==> config.mk <==
export PLATFORM = sky130hd
export DESIGN_NAME = mandel_scan_ctrl
export DESIGN_NICKNAME = d
export VERILOG_FILES = /design/src/rtl/mandel_scan_ctrl.sv
export SDC_FILE = /design/constraint.sdc
export NUM_CORES = 1
export LEC_CHECK = 0
export CAP_MARGIN = 20
export CORE_MARGIN = 2
export CORE_UTILIZATION = 40
export CTS_CLUSTER_DIAMETER = 40
export DETAILED_ROUTE_END_ITERATION = 10
export PLACE_DENSITY = 0.73
export SLEW_MARGIN = 20
export SYNTH_ARGS = -nofsm -noshare
export SYNTH_HDL_FRONTEND = slang
export SYNTH_SLANG_ARGS = --single-unit
export TNS_END_PERCENT = 20
==> constraint.sdc <==
create_clock -name CLK -period 4.9 [get_ports CLK]
set_input_delay 0.735 -clock CLK [delete_from_list [all_inputs] [get_ports CLK]]
set_output_delay 0.735 -clock CLK [all_outputs]
set_load 0.005 [all_outputs]
==> src/rtl/mandel_scan_ctrl.sv <==
// Mandelbrot scan controller: walks the frame in raster order, handing out per-pixel complex coordinates.
// Define SCAN_CENTER_TRACK_EN to take the view centre from center_x/center_y; otherwise it is fixed at (-0.5, 0).
module mandel_scan_ctrl #(
    parameter int FP_WIDTH   = 26,
    parameter int FP_INT     = 6,
    parameter int H_RES      = 800,
    parameter int V_RES      = 600,
    parameter int ADDR_WIDTH = 19,
    parameter int STEP0      = 5243,
    parameter int ZOOM_MAX   = 15
) (
    input  logic                       CLK,
    input  logic                       RESET,
    input  logic                       zoom_in,
    input  logic                       zoom_out,
    input  logic signed [FP_WIDTH-1:0] center_x,
    input  logic signed [FP_WIDTH-1:0] center_y,
    input  logic                       out_ready,
    output logic                       out_valid,
    output logic signed [FP_WIDTH-1:0] c_re,
    output logic signed [FP_WIDTH-1:0] c_im,
    output logic [ADDR_WIDTH-1:0]      addr,
    output logic                       frame_done,
    output logic [3:0]                 zoom_level
);

    localparam int FRAC  = FP_WIDTH - FP_INT;
    localparam int COL_W = (H_RES > 1) ? $clog2(H_RES) : 1;

    localparam logic [ADDR_WIDTH-1:0] LAST_ADDR = ADDR_WIDTH'(H_RES * V_RES - 1);
    localparam logic [COL_W-1:0]      LAST_COL  = COL_W'(H_RES - 1);
    localparam logic [FP_WIDTH-1:0]   HALF_H    = FP_WIDTH'(H_RES / 2);
    localparam logic [FP_WIDTH-1:0]   HALF_V    = FP_WIDTH'(V_RES / 2);
    localparam logic [FP_WIDTH-1:0]   STEP0_W   = FP_WIDTH'(STEP0);
    localparam logic [3:0]            ZMAX      = 4'(ZOOM_MAX);

    typedef enum logic [1:0] {IDLE, LOAD, SCAN} state_t;

    state_t                state_q, state_d;
    logic                  out_valid_q, out_valid_d;
    logic [FP_WIDTH-1:0]   c_re_q, c_re_d;
    logic [FP_WIDTH-1:0]   c_im_q, c_im_d;
    logic [ADDR_WIDTH-1:0] addr_q, addr_d;
    logic [COL_W-1:0]      col_q, col_d;
    logic                  frame_done_q, frame_done_d;
    logic [3:0]            zoom_level_q, zoom_level_d;
    logic [3:0]            pend_q, pend_d;
    logic                  zin_q, zin_d;
    logic                  zout_q, zout_d;
    logic [FP_WIDTH-1:0]   step_q, step_d;
    logic [FP_WIDTH-1:0]   re0_q, re0_d;

    logic [FP_WIDTH-1:0]   cx, cy;
    logic [FP_WIDTH-1:0]   step_load, re0_calc, im0_calc;
    logic                  rise_in, rise_out, fire;

`ifdef SCAN_CENTER_TRACK_EN
    assign cx = center_x;
    assign cy = center_y;
`else
    localparam logic [FP_WIDTH-1:0] HALF_FP = FP_WIDTH'(1) << (FRAC - 1);
    localparam logic [FP_WIDTH-1:0] CX_FIX  = -HALF_FP;

    logic unused_center;
    assign unused_center = ^{center_x, center_y};
    assign cx = CX_FIX;
    assign cy = '0;
`endif

    assign step_load = STEP0_W >> pend_q;
    assign re0_calc  = cx - step_load * HALF_H;
    assign im0_calc  = cy + step_load * HALF_V;
    assign rise_in   = zoom_in & ~zin_q;
    assign rise_out  = zoom_out & ~zout_q;
    assign fire      = out_valid_q & out_ready;

    // NOTE: every _d starts from its _q (or a pulse default) so no path leaves a value unassigned and no latch is inferred.
    always_comb begin
        state_d      = state_q;
        out_valid_d  = out_valid_q;
        c_re_d       = c_re_q;
        c_im_d       = c_im_q;
        addr_d       = addr_q;
        col_d        = col_q;
        frame_done_d = 1'b0;
        zoom_level_d = zoom_level_q;
        step_d       = step_q;
        re0_d        = re0_q;
        zin_d        = zoom_in;
        zout_d       = zoom_out;
        pend_d       = pend_q;

        // Opposing edges in the same cycle cancel; the pending level is only consumed by LOAD.
        if (rise_in && !rise_out && pend_q < ZMAX) begin
            pend_d = pend_q + 4'd1;
        end else if (rise_out && !rise_in && pend_q != 4'd0) begin
            pend_d = pend_q - 4'd1;
        end

        case (state_q)
            IDLE: state_d = LOAD;
            LOAD: begin
                zoom_level_d = pend_q;
                step_d       = step_load;
                re0_d        = re0_calc;
                c_re_d       = re0_calc;
                c_im_d       = im0_calc;
                addr_d       = '0;
                col_d        = '0;
                out_valid_d  = 1'b1;
                state_d      = SCAN;
            end
            SCAN: begin
                if (fire) begin
                    addr_d = (addr_q == LAST_ADDR) ? '0 : addr_q + ADDR_WIDTH'(1);
                    if (col_q == LAST_COL) begin
                        col_d  = '0;
                        c_re_d = re0_q;
                        c_im_d = c_im_q - step_q;
                    end else begin
                        col_d  = col_q + COL_W'(1);
                        c_re_d = c_re_q + step_q;
                    end
                    if (addr_q == LAST_ADDR) begin
                        out_valid_d  = 1'b0;
                        frame_done_d = 1'b1;
                        state_d      = LOAD;
                    end
                end
            end
            default: state_d = IDLE;
        endcase
    end

    // NOTE: state registers use non-blocking assignments so all flops update together from pre-edge values.
    always_ff @(posedge CLK or posedge RESET) begin
        if (RESET) begin
            state_q      <= IDLE;
            out_valid_q  <= 1'b0;
            c_re_q       <= '0;
            c_im_q       <= '0;
            addr_q       <= '0;
            col_q        <= '0;
            frame_done_q <= 1'b0;
            zoom_level_q <= '0;
            pend_q       <= '0;
            zin_q        <= 1'b0;
            zout_q       <= 1'b0;
            step_q       <= '0;
            re0_q        <= '0;
        end else begin
            state_q      <= state_d;
            out_valid_q  <= out_valid_d;
            c_re_q       <= c_re_d;
            c_im_q       <= c_im_d;
            addr_q       <= addr_d;
            col_q        <= col_d;
            frame_done_q <= frame_done_d;
            zoom_level_q <= zoom_level_d;
            pend_q       <= pend_d;
            zin_q        <= zin_d;
            zout_q       <= zout_d;
            step_q       <= step_d;
            re0_q        <= re0_d;
        end
    end

    assign out_valid  = out_valid_q;
    assign c_re       = c_re_q;
    assign c_im       = c_im_q;
    assign addr       = addr_q;
    assign frame_done = frame_done_q;
    assign zoom_level = zoom_level_q;

endmodule

==> impl_metrics.yaml <==
synth:
  synth_area_leaders: "dfrtp_1 30%, ha_1 14%, nand2_1 5.0%, fa_1 4.7%, o21ai_0 4.3%"
  synthAdderAreaFrac: 0.184
  yosysWarnings: 0
  synth_top_area_cell: "dfrtp_1"
  synth-seq-cells: 128
  synth_flop_cell: "dfrtp_1"
  synth-simple-area-share: 0.171
  synth.avg_cell_area_um2: 8.47
  netlist_instances: 1261
  synth_xor_area_frac: 0.0738
  synthArstFlopShare: 1.00
  synth_top_area_frac: 0.300
  synth_top_family_by_area: "compound AO/OA/AOI/OAI gates"
  post-synth-top-count-cell: "nand2_1"
  synth_common_cells: "142 x nand2_1, 128 x dfrtp_1, 120 x inv_1, 116 x ha_1, 99 x nor2_1"
  synth_edf_count: 0
  synthMuxAreaShare: 0.00785
  synthDistinctLibCells: 81
  netlist_area_mm2: 0.0107
  yosysSeqAreaShare: 0.300
  synth-compound-area-share: 0.203
finish:
  final_cell_area_mm2: 0.0130
  diodes: 0
  multi_input_area_mm2: 0.00701
  final_util: 0.499
  fin_nets: 1589
  fill_cells: 2411
  drive_gt1_frac: 0.120
  syn_to_final_growth_pct: 22.1
  fin_cells: 1739
  seq_area_mm2: 0.00321
clocking:
  cts_max_level: 4
  clkTransAtPathRegs_ns: 0.07
  clockBufferDepth: 2
  cts_hold_buffers: 0
  cts_root_buffer: "clkbuf_16"
  cts_tree: "yes"
  cts_buffers: 17
  clock_sinks: 128
  clock_latency_ns: 0.44
critical_path:
  start_kind: "flop"
  end_kind: "flop"
  critPathRequiredTime_ns: 5.23
  cp_data_arrival_time_ns: 5.04
  crit_path_max_fanout: 5
  crit_type: "reg2reg"
die:
  design.portCount: 134
  die_h_um: 167
  coreArea_mm2: 0.0261
  start_util: 0.409
  fp.dieW_um: 167
  dieArea_mm2: 0.0280
  num_rows: 59
sta:
  slew_viol_final: 0
  fin_skew_ns: 0.0122
  worstMarginPinSlew_ns: 0.976
  rsz0062_at_grt: "true"
  period_minus_slack_ns: 4.72
  fmax_mhz: 212
  finalSetupTns_ns: 0
  max_slew_margin: 0.347
  hold_viol_final: 0
  min_period_over_period: 0.962
  finalSetupViolations: 0
place:
  dp_cells: 1701
  place_hpwl_um: 21500
  port_buffers: 81
  post_dp_cell_area_mm2: 0.0123
  gp_congestion: 0.923
global_routing:
  grt_remaining_overflow: 0
  grt_start_max_net_pins: 69
  grt_first_pass_wirelength_um: 47400
  antenna_found_initial: 0
  track_usage: 0.208
  grt_pass1_vias: 9495
flow_run:
  drv_cap: 0
status:
  status: "complete, but fails checks"
  violations: "design-rule violations"
route:
  routedWlPerCell_um: 16.8
  drtIter0Drc: 819
  drtPass1Iterations: 9
  wl_um: 29100
  vias_per_cell: 5.62
  drtAntennaViolNets: 0
  num_vias: 9775
  drc: 6
min_path:
  hp-class: "reg2reg"
cell type report:
| cell class | instances | area share |
|---|---|---|
| Clock buffer | 17 | 0.0326 |
| Clock inverter | 15 | 0.0113 |
| Inverter | 120 | 0.0349 |
| Multi-Input combinational cell | 968 | 0.538 |
| Sequential cell | 128 | 0.246 |
| Tap cell | 335 | 0.0321 |
| Timing Repair Buffer | 156 | 0.106 |
worst paths after layout:
check                                      startpoint               endpoint  slack, ns  cells after the start
worst max register to register  pend_q[2]$_DFFE_PP0P_   c_im[18]$_DFFE_PP0P_       0.18                     20
min in group asynchronous                       RESET   c_im[25]$_DFFE_PP0P_       0.77                      2
worst min register to register  re0_q[11]$_DFFE_PP0P_  re0_q[11]$_DFFE_PP0P_       0.48                      2
max in group asynchronous                       RESET  step_q[3]$_DFFE_PP0P_       3.18                      3
worst max-delay path            pend_q[2]$_DFFE_PP0P_   c_im[18]$_DFFE_PP0P_       0.18                     20
worst min-delay path            re0_q[11]$_DFFE_PP0P_  re0_q[11]$_DFFE_PP0P_       0.48                      2
routing by layer:
metal / up-vias / part of all wire / routed length (µm) / GRT usage
li1: 4694 / - / - / -
met3: 57 / 0.058 / 1700 / 0.0317
met5: - / 0 / 0 / 0
met1: 4696 / 0.44 / 12800 / 0.273
met2: 328 / 0.47 / 13800 / 0.347
met4: 0 / 0.028 / 803 / 0.0779
kinds of logic (layout without fill, tap and decap cells):
| family | after synthesis | count (layout) |
|---|---|---|
| flip-flops | 128 | 128 |
| AND/OR/NAND/NOR | 392 | 392 |
| AO/OA/AOI/OAI | 333 | 333 |
| buffers and inverters | 167 | 308 |
| other | 1 | 3 |
| XOR/XNOR | 90 | 90 |
| adder cells (fa/ha/maj) | 142 | 142 |
| multiplexers | 8 | 8 |
metrics by stage:
| stage | setup WS (ns) | hold slack [ns] |
|---|---|---|
| after floorplan | 0.0297 | 0.446 |
| after global placement | 0.110 | 0.459 |
| after detailed placement | 0.0342 | 0.463 |
| after CTS | 0.000399 | 0.479 |
| after global routing | -0.0611 | 0.496 |
| final | 0.185 | 0.476 |
critical path, stage by stage, from the launching register on:
cell and delay (ns):
dfrtp_2 0.44, or2_2 0.31, or3_1 0.34, o211ai_1 0.17, inv_2 0.11, ha_1 0.30
inv_1 0.05, fa_1 0.49, fa_1 0.51, inv_1 0.04, ha_1 0.32, nand4_1 0.12
o21a_1 0.13, o31a_1 0.27, a311oi_2 0.14, buf_4 0.17, a31o_2 0.25, a21oi_2 0.14
xnor2_1 0.12, nand2_1 0.09, o311ai_1 0.11
layout by cell type (no fill, tap or decap), types with 17 or more instances in the layout:
cell type        count
nand2_1            141
a21o_1              27
a21oi_1             61
buf_4               74
fa_1                25
nor2_1              95
inv_1              116
xnor2_1             43
o211ai_1            20
dfrtp_1            125
or3_1               17
xor2_1              42
ha_1               113
nand3_1             38
nor3_1              21
clkdlybuf4s50_1     81
clkbuf_16           17
o21ai_0             86
registers in the layout, summed over array words and instances (netlist names):
name / flops
c_im: 26
col_q: 10
addr: 19
zoom_level: 4
zout_q: 1
c_re: 26
state_q: 2
out_valid: 1
pend_q: 4
zin_q: 1
step_q: 13
re0_q: 20
frame_done: 1
timing repair:
item	CTS	global route
pin swaps	1	13
resized for setup	1	42
setup endpoints to repair	3	27
buffers inserted	0	6
Power is left out: the tool's default activity adds up to more than one toggle a clock period on the data nets, which glitch-free logic cannot reach.
